### src/rtl/seven_segment_pkg.sv
// Shared definitions for the seven-segment capture path: segment patterns,
// segment bit positions and the digit-tracking state encoding.
package seven_segment_pkg;

   typedef enum logic [1:0] {
      ST_WAIT  = 2'd0,
      ST_TRACK = 2'd1,
      ST_HELD  = 2'd2
   } seg_state_t;

   localparam int SEG_A = 0;
   localparam int SEG_B = 1;
   localparam int SEG_C = 2;
   localparam int SEG_D = 3;
   localparam int SEG_E = 4;
   localparam int SEG_F = 5;
   localparam int SEG_G = 6;

   // Active-low patterns written g..a, exactly as driven onto seg_n.
   localparam logic [6:0] SEG_PAT_0 = 7'b1000000;
   localparam logic [6:0] SEG_PAT_1 = 7'b1111001;
   localparam logic [6:0] SEG_PAT_2 = 7'b0100100;
   localparam logic [6:0] SEG_PAT_3 = 7'b0110000;
   localparam logic [6:0] SEG_PAT_4 = 7'b0011001;
   localparam logic [6:0] SEG_PAT_5 = 7'b0010010;
   localparam logic [6:0] SEG_PAT_6 = 7'b0000010;
   localparam logic [6:0] SEG_PAT_7 = 7'b1111000;
   localparam logic [6:0] SEG_PAT_8 = 7'b0000000;
   localparam logic [6:0] SEG_PAT_9 = 7'b0011000;
   localparam logic [6:0] SEG_PAT_A = 7'b0001000;
   localparam logic [6:0] SEG_PAT_B = 7'b0000011;
   localparam logic [6:0] SEG_PAT_C = 7'b1000110;
   localparam logic [6:0] SEG_PAT_D = 7'b0100001;
   localparam logic [6:0] SEG_PAT_E = 7'b0000110;
   localparam logic [6:0] SEG_PAT_F = 7'b0001110;

   function automatic logic [6:0] seg_encode(input logic [3:0] value);
      logic [6:0] pat;
      case (value)
         4'h0: pat = SEG_PAT_0;
         4'h1: pat = SEG_PAT_1;
         4'h2: pat = SEG_PAT_2;
         4'h3: pat = SEG_PAT_3;
         4'h4: pat = SEG_PAT_4;
         4'h5: pat = SEG_PAT_5;
         4'h6: pat = SEG_PAT_6;
         4'h7: pat = SEG_PAT_7;
         4'h8: pat = SEG_PAT_8;
         4'h9: pat = SEG_PAT_9;
         4'hA: pat = SEG_PAT_A;
         4'hB: pat = SEG_PAT_B;
         4'hC: pat = SEG_PAT_C;
         4'hD: pat = SEG_PAT_D;
         4'hE: pat = SEG_PAT_E;
         default: pat = SEG_PAT_F;
      endcase
      return pat;
   endfunction

endpackage

### src/rtl/seven_segment_decode.sv
// Combinational pattern-to-hex decoder; only the 16 exact glyphs are legal.
module seven_segment_decode
   import seven_segment_pkg::*;
(
   input  logic [6:0] i_seg_n,
   output logic [3:0] o_value,
   output logic       o_legal
);

   always_comb begin
      o_value = 4'h0;
      o_legal = 1'b1;
      case (i_seg_n)
         SEG_PAT_0: o_value = 4'h0;
         SEG_PAT_1: o_value = 4'h1;
         SEG_PAT_2: o_value = 4'h2;
         SEG_PAT_3: o_value = 4'h3;
         SEG_PAT_4: o_value = 4'h4;
         SEG_PAT_5: o_value = 4'h5;
         SEG_PAT_6: o_value = 4'h6;
         SEG_PAT_7: o_value = 4'h7;
         SEG_PAT_8: o_value = 4'h8;
         SEG_PAT_9: o_value = 4'h9;
         SEG_PAT_A: o_value = 4'hA;
         SEG_PAT_B: o_value = 4'hB;
         SEG_PAT_C: o_value = 4'hC;
         SEG_PAT_D: o_value = 4'hD;
         SEG_PAT_E: o_value = 4'hE;
         SEG_PAT_F: o_value = 4'hF;
         default:   o_legal = 1'b0;
      endcase
   end

endmodule

### src/rtl/seven_segment_capture.sv
// Recovers hex digits from a multiplexed active-low seven-segment bus and
// presents whole frames on a valid/ready port. SEG_ERR_CNT_EN adds err_count.
module seven_segment_capture
   import seven_segment_pkg::*;
#(
   parameter int NUM_DIGITS    = 4,
   parameter int STABLE_CYCLES = 8
) (
   input  logic                    clk,
   input  logic                    reset,
   input  logic [6:0]              seg_n,
   input  logic [NUM_DIGITS-1:0]   dig_en_n,
   output logic [4*NUM_DIGITS-1:0] digits_out,
   output logic [NUM_DIGITS-1:0]   digit_err,
   output logic                    out_valid,
   input  logic                    out_ready,
   output logic                    overrun
`ifdef SEG_ERR_CNT_EN
   ,
   output logic [15:0]             err_count
`endif
);

   localparam int         IDX_W    = (NUM_DIGITS > 1) ? $clog2(NUM_DIGITS) : 1;
   localparam logic [7:0] CNT_LAST = 8'(STABLE_CYCLES - 1);
   localparam logic [7:0] CNT_MAX  = 8'(STABLE_CYCLES);

   logic [6:0]              r_seg_s1, r_seg_s2;
   logic [NUM_DIGITS-1:0]   r_den_s1, r_den_s2;
   seg_state_t              r_state, w_state_nxt;
   logic [IDX_W-1:0]        r_snap_idx, w_idx;
   logic [6:0]              r_snap_seg;
   logic [7:0]              r_cnt;
   logic [4*NUM_DIGITS-1:0] r_frame;
   logic [NUM_DIGITS-1:0]   r_seen, r_err, w_act, w_cap_bit;
   logic                    w_valid, w_same, w_cnt_hit, w_complete;
   logic                    w_snap_load, w_cnt_inc, w_capture;
   logic [3:0]              w_dec_val;
   logic                    w_dec_legal;

   always_ff @(posedge clk or posedge reset) begin
      if (reset) begin
         r_seg_s1 <= '0;
         r_seg_s2 <= '0;
         r_den_s1 <= '0;
         r_den_s2 <= '0;
      end else begin
         r_seg_s1 <= seg_n;
         r_seg_s2 <= r_seg_s1;
         r_den_s1 <= dig_en_n;
         r_den_s2 <= r_den_s1;
      end
   end

   // A sample counts only while exactly one digit enable is asserted.
   assign w_act   = ~r_den_s2;
   assign w_valid = $onehot(w_act);

   always_comb begin
      w_idx = '0;
      for (int k = 0; k < NUM_DIGITS; k++)
         if (w_act[k]) w_idx = IDX_W'(k);
   end

   assign w_same    = (w_idx == r_snap_idx) && (r_seg_s2 == r_snap_seg);
   assign w_cnt_hit = (r_cnt >= CNT_LAST);

   always_ff @(posedge clk or posedge reset) begin
      if (reset) r_state <= ST_WAIT;
      else       r_state <= w_state_nxt;
   end

   always_comb begin
      w_state_nxt = r_state;
      case (r_state)
         ST_WAIT:  if (w_valid) w_state_nxt = ST_TRACK;
         ST_TRACK: begin
            if (!w_valid)       w_state_nxt = ST_WAIT;
            else if (!w_same)   w_state_nxt = ST_TRACK;
            else if (w_cnt_hit) w_state_nxt = ST_HELD;
         end
         ST_HELD: begin
            if (!w_valid)     w_state_nxt = ST_WAIT;
            else if (!w_same) w_state_nxt = ST_TRACK;
         end
         default: w_state_nxt = ST_WAIT;
      endcase
   end

   always_comb begin
      w_snap_load = 1'b0;
      w_cnt_inc   = 1'b0;
      w_capture   = 1'b0;
      case (r_state)
         ST_WAIT:  w_snap_load = w_valid;
         ST_TRACK: begin
            w_snap_load = w_valid && !w_same;
            w_cnt_inc   = w_valid && w_same;
            w_capture   = w_valid && w_same && w_cnt_hit;
         end
         ST_HELD:  w_snap_load = w_valid && !w_same;
         default:  w_snap_load = 1'b0;
      endcase
   end

   always_ff @(posedge clk or posedge reset) begin
      if (reset) begin
         r_snap_idx <= '0;
         r_snap_seg <= '0;
         r_cnt      <= '0;
      end else if (w_snap_load) begin
         r_snap_idx <= w_idx;
         r_snap_seg <= r_seg_s2;
         r_cnt      <= 8'd1;
      end else if (w_cnt_inc && (r_cnt != CNT_MAX)) begin
         r_cnt <= r_cnt + 8'd1;
      end
   end

   // The snapshot equals the live sample whenever a capture fires.
   seven_segment_decode u_decode (
      .i_seg_n (r_snap_seg),
      .o_value (w_dec_val),
      .o_legal (w_dec_legal)
   );

   always_comb begin
      w_cap_bit = '0;
      if (w_capture) w_cap_bit[r_snap_idx] = 1'b1;
   end

   assign w_complete = &r_seen;

   always_ff @(posedge clk or posedge reset) begin
      if (reset) begin
         r_frame <= '0;
         r_seen  <= '0;
         r_err   <= '0;
      end else begin
         if (w_capture) r_frame[4*r_snap_idx +: 4] <= w_dec_legal ? w_dec_val : 4'h0;
         r_seen <= (w_complete ? '0 : r_seen) | w_cap_bit;
         r_err  <= ((w_complete ? '0 : r_err) & ~w_cap_bit) | (w_dec_legal ? '0 : w_cap_bit);
      end
   end

   // A completing frame always loads; overrun flags an unread frame being lost.
   always_ff @(posedge clk or posedge reset) begin
      if (reset) begin
         digits_out <= '0;
         digit_err  <= '0;
         out_valid  <= 1'b0;
         overrun    <= 1'b0;
      end else begin
         overrun <= 1'b0;
         if (w_complete) begin
            digits_out <= r_frame;
            digit_err  <= r_err;
            out_valid  <= 1'b1;
            overrun    <= out_valid && !out_ready;
         end else if (out_valid && out_ready) begin
            out_valid <= 1'b0;
         end
      end
   end

`ifdef SEG_ERR_CNT_EN
   always_ff @(posedge clk or posedge reset) begin
      if (reset)
         err_count <= '0;
      else if (w_capture && !w_dec_legal && (err_count != 16'hFFFF))
         err_count <= err_count + 16'd1;
   end
`endif

endmodule
### config.mk
export PLATFORM = sky130hd
export DESIGN_NAME = seven_segment_capture
export DESIGN_NICKNAME = d
export VERILOG_FILES = /design/src/rtl/seven_segment_pkg.sv /design/src/rtl/seven_segment_decode.sv /design/src/rtl/seven_segment_capture.sv
export SDC_FILE = /design/constraint.sdc
export NUM_CORES = 1
export LEC_CHECK = 0
export CAP_MARGIN = 15
export CORE_ASPECT_RATIO = 0.7
export CORE_MARGIN = 2
export CORE_UTILIZATION = 60
export DETAILED_ROUTE_END_ITERATION = 7
export GPL_TIMING_DRIVEN = 0
export PLACE_DENSITY = 0.9
export SYNTH_ARGS = -nofsm -noshare
export SYNTH_HDL_FRONTEND = slang
export SYNTH_SLANG_ARGS = --single-unit
### constraint.sdc
create_clock -name clk -period 8.4 [get_ports clk]
set_input_delay 1.68 -clock clk [delete_from_list [all_inputs] [get_ports clk]]
set_output_delay 1.68 -clock clk [all_outputs]
set_load 0.02 [all_outputs]
==> results.md, run 1 <==
- Post-synth ARST share: 100%
- TritonCTS clock tree: done
- Seq cells post-synth: between 80 and 90
- IO Pins: 36
- Tcrit/Tclk final: 35.9%
- Fin cells: a little under 500
- # diodes: 0
- Crit Path Max Fanout: 2
- Die Height: roughly 73 µm
- Startpoint Class: flip-flop
- Rel. slew slack: roughly 64%
- Clock buffer depth: 2
- Syn Nets: between 300 and 400
- Mapped Area: around 4000 µm²
- Sequential power share: 43.2%
- FF+latch area: 2180 µm²
- Placed Area: approximately 4600 µm²
- Unique masters post-synth: 57
- Crit path cell chain: clkdlybuf4s50_1
- Post-route cell area: around 4800 µm²
- Worst-Skew Late Latency: ~0.36 ns
- Status: complete, no violations
- Mapped Cells: around 350
- EDFF count, synth: 0
- CTS buffer count: 9
- Fin crit period: roughly 3 ns
- Comb power frac: about a third
- IR drop worst, VDD: ~0.18 mV
- Commonest non-fill, non-tap cell in the layout: dfrtp_1
- # clock sinks: between 80 and 90
- Clock power share: 24.3%
- Die width: approximately 100 µm
- Worst r2r src: r_den_s2[3]
- Multi-input logic area: 1750 µm²
- Share of post-route cells with drive strength above 1: between 10% and 20%
- Largest net degree at the start of global routing: 57
- Buffers & Inverters on Critical Path: 1
- Slew at the pin with the worst max-slew slack: around 0.54 ns
- Switching Fraction: a little over a third
- Fillers: 492
- Per-cell routed wire length: 15.4 µm
- First-pass GRT wire length: around 13000 µm
- Worst Setup SP: digits_out[10]
- WL final: 7630 µm
- Hold Path Class: reg2reg
- Post_cts resized: 0
- Max Slew Vio Count: 0
- Flop2flop setup slack: 5.41 ns
- Critical path data required time: about 6.7 ns
- Final core utilization: 71.6%
- Area Growth Syn to Fin: 16.6%
- Crit-path max cell delay: a little over 0.6 ns
- Setup bufs post-CTS: 0
- Sw power: 0.386 mW
- H-tree depth: 3
- IO Port Bufs: 35
- CTS clk-pin slew, worst paths: approximately 0.080 ns
- Post-synthesis mux area share: about a tenth
- Peak Freq: roughly 0.33 GHz
- Internal Power: around 0.7 mW
- Drt first pass iters: 4
- Max Cap Violations: 0
- Core Region: around 6700 µm²
- CP max-delay cell: clkdlybuf4s50_1
- Full die area: between 7000 and 8000 µm²
- Post-Synth XOR/XNOR Area: roughly 3.1%
- Initial DRC Count: ~280
- Crit path DAT: 1.33 ns
- Worst setup margin: about 5.4 ns
- DR DRC count: 0
- Pre-CTS setup slack: roughly 5.4 ns
- Initial antenna violation count: 0
- Total track usage: between 20% and 30%
- Placer Congestion: 0.948
- Vias/cell: 5.68
- Leakage: ~2.2 nW
- Worst Skew: about 0.0076 ns
- CTS Hold Bufs: 0
- Post-synthesis compound-gate area fraction: 8.43%
- RSZ-0062 raised after global routing: no
- Cells after DPL: between 400 and 500
- Synth Area in Adders: under 10%
- Via count: about 2.8k
- Synthesis Warnings: 0
- Critical path endpoint category: output pin
- CP Class: reg2out
- PwrDens: roughly 230 nW/µm²
- FP Rows: 25
- Total power: about 1.1 mW
- Root Driver: clkbuf_8
- Post-Syn Area per Cell: 11.8 µm²
- Number of setup violations in the final report: 0
- Number of global-route vias before repair: ~2.7k
- Hold WS: approximately 0.36 ns
- Detail Route Antenna Nets: 0
- Aggregate negative setup slack: 0 ns
- Fin nets: 424
- CP top delay family: buffers and inverters
- Starting Density: about three fifths
- Most common flop cell mapped by yosys: dfrtp_1
- Final Hold Viols: 0
- Post-Synth Simple-Gate Area: 15.7%
- Most frequent cells in the layout: dfrtp_1 (87), clkdlybuf4s50_1 (35), nand2_1 (29), mux2_2 (27), inv_1 (16)
- GRT overflow: 0
- Hold_sp: r_den_s1[2]
- Largest family of logic cells by synthesized area: simple AND/OR/NAND/NOR gates
- Seq/Total Area, Yosys: between 50% and 60%
- Post-DP HPWL: 5460 µm
[worst paths after layout]
path	to	depth (start not counted)
max in group asynchronous	r_snap_seg[6]	3
worst max register to register	r_frame[2]	8
min in group asynchronous	r_den_s2[0]	2
worst min-delay path	r_den_s2[2]	0
worst min register to register	r_den_s2[2]	0
worst max-delay path	digits_out[10]	1
[final cells by class]
| type | count | share of cell area (%) |
|---|---|---|
| Sequential cell | 87 | 45.4 |
| Multi-Input combinational cell | 225 | 36.4 |
| Timing Repair Buffer | 36 | 7.88 |
| Clock buffer | 12 | 3.24 |
| Buffer | 18 | 2.48 |
| Tap cell | 94 | 2.45 |
| Inverter | 18 | 1.46 |
| Clock inverter | 4 | 0.626 |
[Yosys cell counts, types with 8 or more instances]
cell / number / area (µm²)
nand2_1: 29 / 109
ha_1: 14 / 175
a21oi_1: 8 / 40.0
mux2_2: 27 / 304
inv_1: 17 / 63.8
dfrtp_1: 87 / 2180
nand4_1: 8 / 50.1
xnor2_1: 8 / 70.1
nor2_1: 15 / 56.3
nor4_1: 10 / 62.6
[logic make-up after synthesis]
family,Yosys count
flip-flops,87
adder cells (fa/ha/maj),15
buffers and inverters,36
multiplexers,37
AND/OR/NAND/NOR,112
AO/OA/AOI/OAI,48
XOR/XNOR,13
[per-layer routing]
| layer | up-vias | track usage [%] | part of all wire (%) |
|---|---|---|---|
| li1 | 1334 | - | - |
| met1 | 1381 | 32.0 | 47 |
| met2 | 81 | 33.5 | 48 |
| met3 | 8 | 7.33 | 5.0 |
| met4 | 0 | 4.82 | 0.80 |
| met5 | - | 0 | 0 |
[state kept, by name, indices dropped and copies added, names as in the netlist, 7 cells and up]
name and flops:
digits_out 16, r_seg_s2 7, r_seg_s1 7, r_frame 16, r_cnt 8, r_snap_seg 7
[power groups by stage]
stage	clock network, mW	logic, mW	registers, mW
global placement	0	0.335	0.483
global route	0.292	0.391	0.483
floorplan	0	0.278	0.478
finish	0.269	0.359	0.478
detailed placement	0	0.352	0.486
CTS	0.274	0.355	0.477
Power figures use the tool's default switching activity.
==> run 2: changes to the inputs <==
--- a/config.mk
+++ b/config.mk
@@ -8,10 +8,10 @@
 export CAP_MARGIN = 15
 export CORE_ASPECT_RATIO = 0.7
 export CORE_MARGIN = 2
-export CORE_UTILIZATION = 60
+export CORE_UTILIZATION = 57
 export DETAILED_ROUTE_END_ITERATION = 7
 export GPL_TIMING_DRIVEN = 0
-export PLACE_DENSITY = 0.9
+export PLACE_DENSITY = 0.87
 export SYNTH_ARGS = -nofsm -noshare
 export SYNTH_HDL_FRONTEND = slang
 export SYNTH_SLANG_ARGS = --single-unit
==> constraint.sdc (replaced) <==
create_clock -name clk -period 3 [get_ports clk]
set_input_delay 0.6 -clock clk [delete_from_list [all_inputs] [get_ports clk]]
set_output_delay 0.6 -clock clk [all_outputs]
set_load 0.02 [all_outputs]
==> run 2 against run 1 <==
  * Wire length up 5.7%
  * Core utilization down 1.3 points
  * Highest routed layer unchanged
  * Non-clock buffer count is the same
==> results.md, run 2 (same netlist as run 1, synthesis figures left out) <==
- Initial antenna violation count: 0
- Initial DRC Count: roughly 140
- Worst Hold Depth: 0
- Slew at the pin with the worst max-slew slack: around 0.58 ns
- Number of global-route vias before repair: 2788
- Post_cts resized: 0
- Clock buffer depth: 2
- Crit Path Max Fanout: 10
- TritonCTS clock tree: done
- IO Port Bufs: 35
- Fin nets: about 420
- GRT overflow: 0
- Status: complete, no violations
- Area Growth Syn to Fin: 17.2%
- WL final: about 8000 µm
- CP top delay family: adder cells
- Fillers: between 400 and 500
- Startpoint Class: flip-flop
- RSZ-0062 raised after global routing: no
- CTS clk-pin slew, worst paths: around 0.08 ns
- Share of post-route cells with drive strength above 1: 19.3%
- Worst Skew: between 0.009 and 0.01 ns
- Worst Reg-to-Reg Cells: 9
- Hold Path Sink: r_seg_s2[0]
- FP Rows: 25
- IO Pins: 36
- Via count: around 2.8k
- Most frequent cells in the layout: dfrtp_1 (87), clkdlybuf4s50_1 (35), nand2_1 (29), mux2_2 (27), inv_1 (16)
- Fin crit period: around 2.8 ns
- Crit-path max cell delay: ~0.54 ns
- Biggest regs: digits_out: 16 flops, r_frame: 16 flops, r_cnt: 8 flops
- Number of setup violations in the final report: 0
- Max Cap Violations: 0
- Commonest non-fill, non-tap cell in the layout: dfrtp_1
- Detail Route Antenna Nets: 0
- Rel. slew slack: about three fifths
- Worst-Skew Late Latency: about 0.36 ns
- Post-DP HPWL: between 5000 and 6000 µm
- Per-cell routed wire length: around 16 µm
- Core Region: 6850 µm²
- Post-route cell area: slightly below 5000 µm²
- Placer Congestion: between 0.8 and 0.9
- Placed Area: between 4000 and 5000 µm²
- Hold Path Class: reg2reg
- CTS buffer count: 9
- DR DRC count: 0
- Largest net degree at the start of global routing: 60
- PwrDens: ~660 nW/µm²
- CP max-delay cell: fa_1
- Multi-input logic area: approximately 1700 µm²
- Hold_sp: r_seg_s1[0]
- Critical path data required time: about 3.3 ns
- Max Slew Vio Count: 0
- Die width: roughly 110 µm
- Fin cells: between 400 and 500
- H-tree depth: 3
- Cells after DPL: roughly 480
- CP Class: reg2reg
- IR drop worst, VDD: ~0.50 mV
- # clock sinks: between 80 and 90
- Most used cell, CP: ha_1
- Flop2flop setup slack: 0.21 ns
- Die Height: about 75 µm
- Final core utilization: between 70 and 80%
- Total track usage: approximately 22%
- Starting Density: between 60% and 70%
- Root Driver: clkbuf_8
- Critical path endpoint category: flip-flop
- Final Hold Viols: 0
- CTS Hold Bufs: 0
- Vias/cell: 5.76
- Peak Freq: 0.359 GHz
- Setup bufs post-CTS: 0
- Total power: 3.19 mW
- Drt first pass iters: 5
- Tcrit/Tclk final: 92.8%
- Crit path DAT: ~3.1 ns
- First-pass GRT wire length: roughly 14000 µm
- Aggregate negative setup slack: 0 ns
- Leakage: between 2 and 2.5 nW
- # diodes: 0
- Worst r2r src: r_den_s2[0]
- Full die area: between 7000 and 8000 µm²
- FF-to-FF End: r_frame[4]
- Crit path cell chain: fa_1 > inv_1 > ha_1 > ha_1 > and4bb_2 > nand3_2 > buf_2 > nor4_1 > a21o_1
- Buffers & Inverters on Critical Path: 2
- FF+latch area: between 2000 and 2500 µm²
-- run 2: changes by cell type in the layout (fill, tap and decap cells not counted) --
cell,delta
clkbuf_8,-1
bufinv_16,+1
buf_1,-1
clkbuf_2,+1
inv_6,+1
clkbuf_1,-1
-- run 2: worst max-delay path by stage --
stage	startpoint	to	slack, ns	depth (start not counted)
after floorplan	reset	digit_err[0]	0.15	1
after global placement	reset	digit_err[1]	-1.04	2
after detailed placement	r_den_s2[0]	r_frame[2]	0.04	8
after CTS	r_den_s2[0]	r_frame[2]	0.03	8
after global routing	r_den_s2[3]	r_cnt[5]	0.07	11
final	r_den_s2[0]	r_frame[4]	0.21	9
-- run 2: area by class of cell --
type / instances / area share [%]
Buffer: 18 / 2.49
Clock buffer: 10 / 2.86
Clock inverter: 6 / 1.43
Inverter: 18 / 1.45
Multi-Input combinational cell: 225 / 36.3
Sequential cell: 87 / 45.2
Tap cell: 94 / 2.44
Timing Repair Buffer: 36 / 7.85
-- run 2: per-layer routing --
metal / up-vias / wire length, µm / share of wire, % / track usage [%]
li1: 1332 / - / - / -
met1: 1411 / 3670 / 45 / 29.8
met2: 88 / 3870 / 48 / 36.7
met3: 15 / 400 / 5.0 / 5.80
met4: 0 / 124 / 1.5 / 7.16
met5: - / 0 / 0 / 0
-- run 2: through the flow --
stage          hold slack (ns)  worst slack (ns)
2_1_floorplan            0.331             0.150
3_3_place_gp             0.333             -1.04
3_5_place_dp             0.336            0.0400
4_1_cts                  0.356            0.0294
5_1_grt                  0.362            0.0734
6_report                 0.353             0.215
-- run 2: where the power goes --
part	switching [mW]	internal [mW]	total, mW
Clock	0.419	0.412	0.830
Sequential	0.0838	1.25	1.34
Combinational	0.604	0.415	1.02
Total	1.11	2.08	3.19
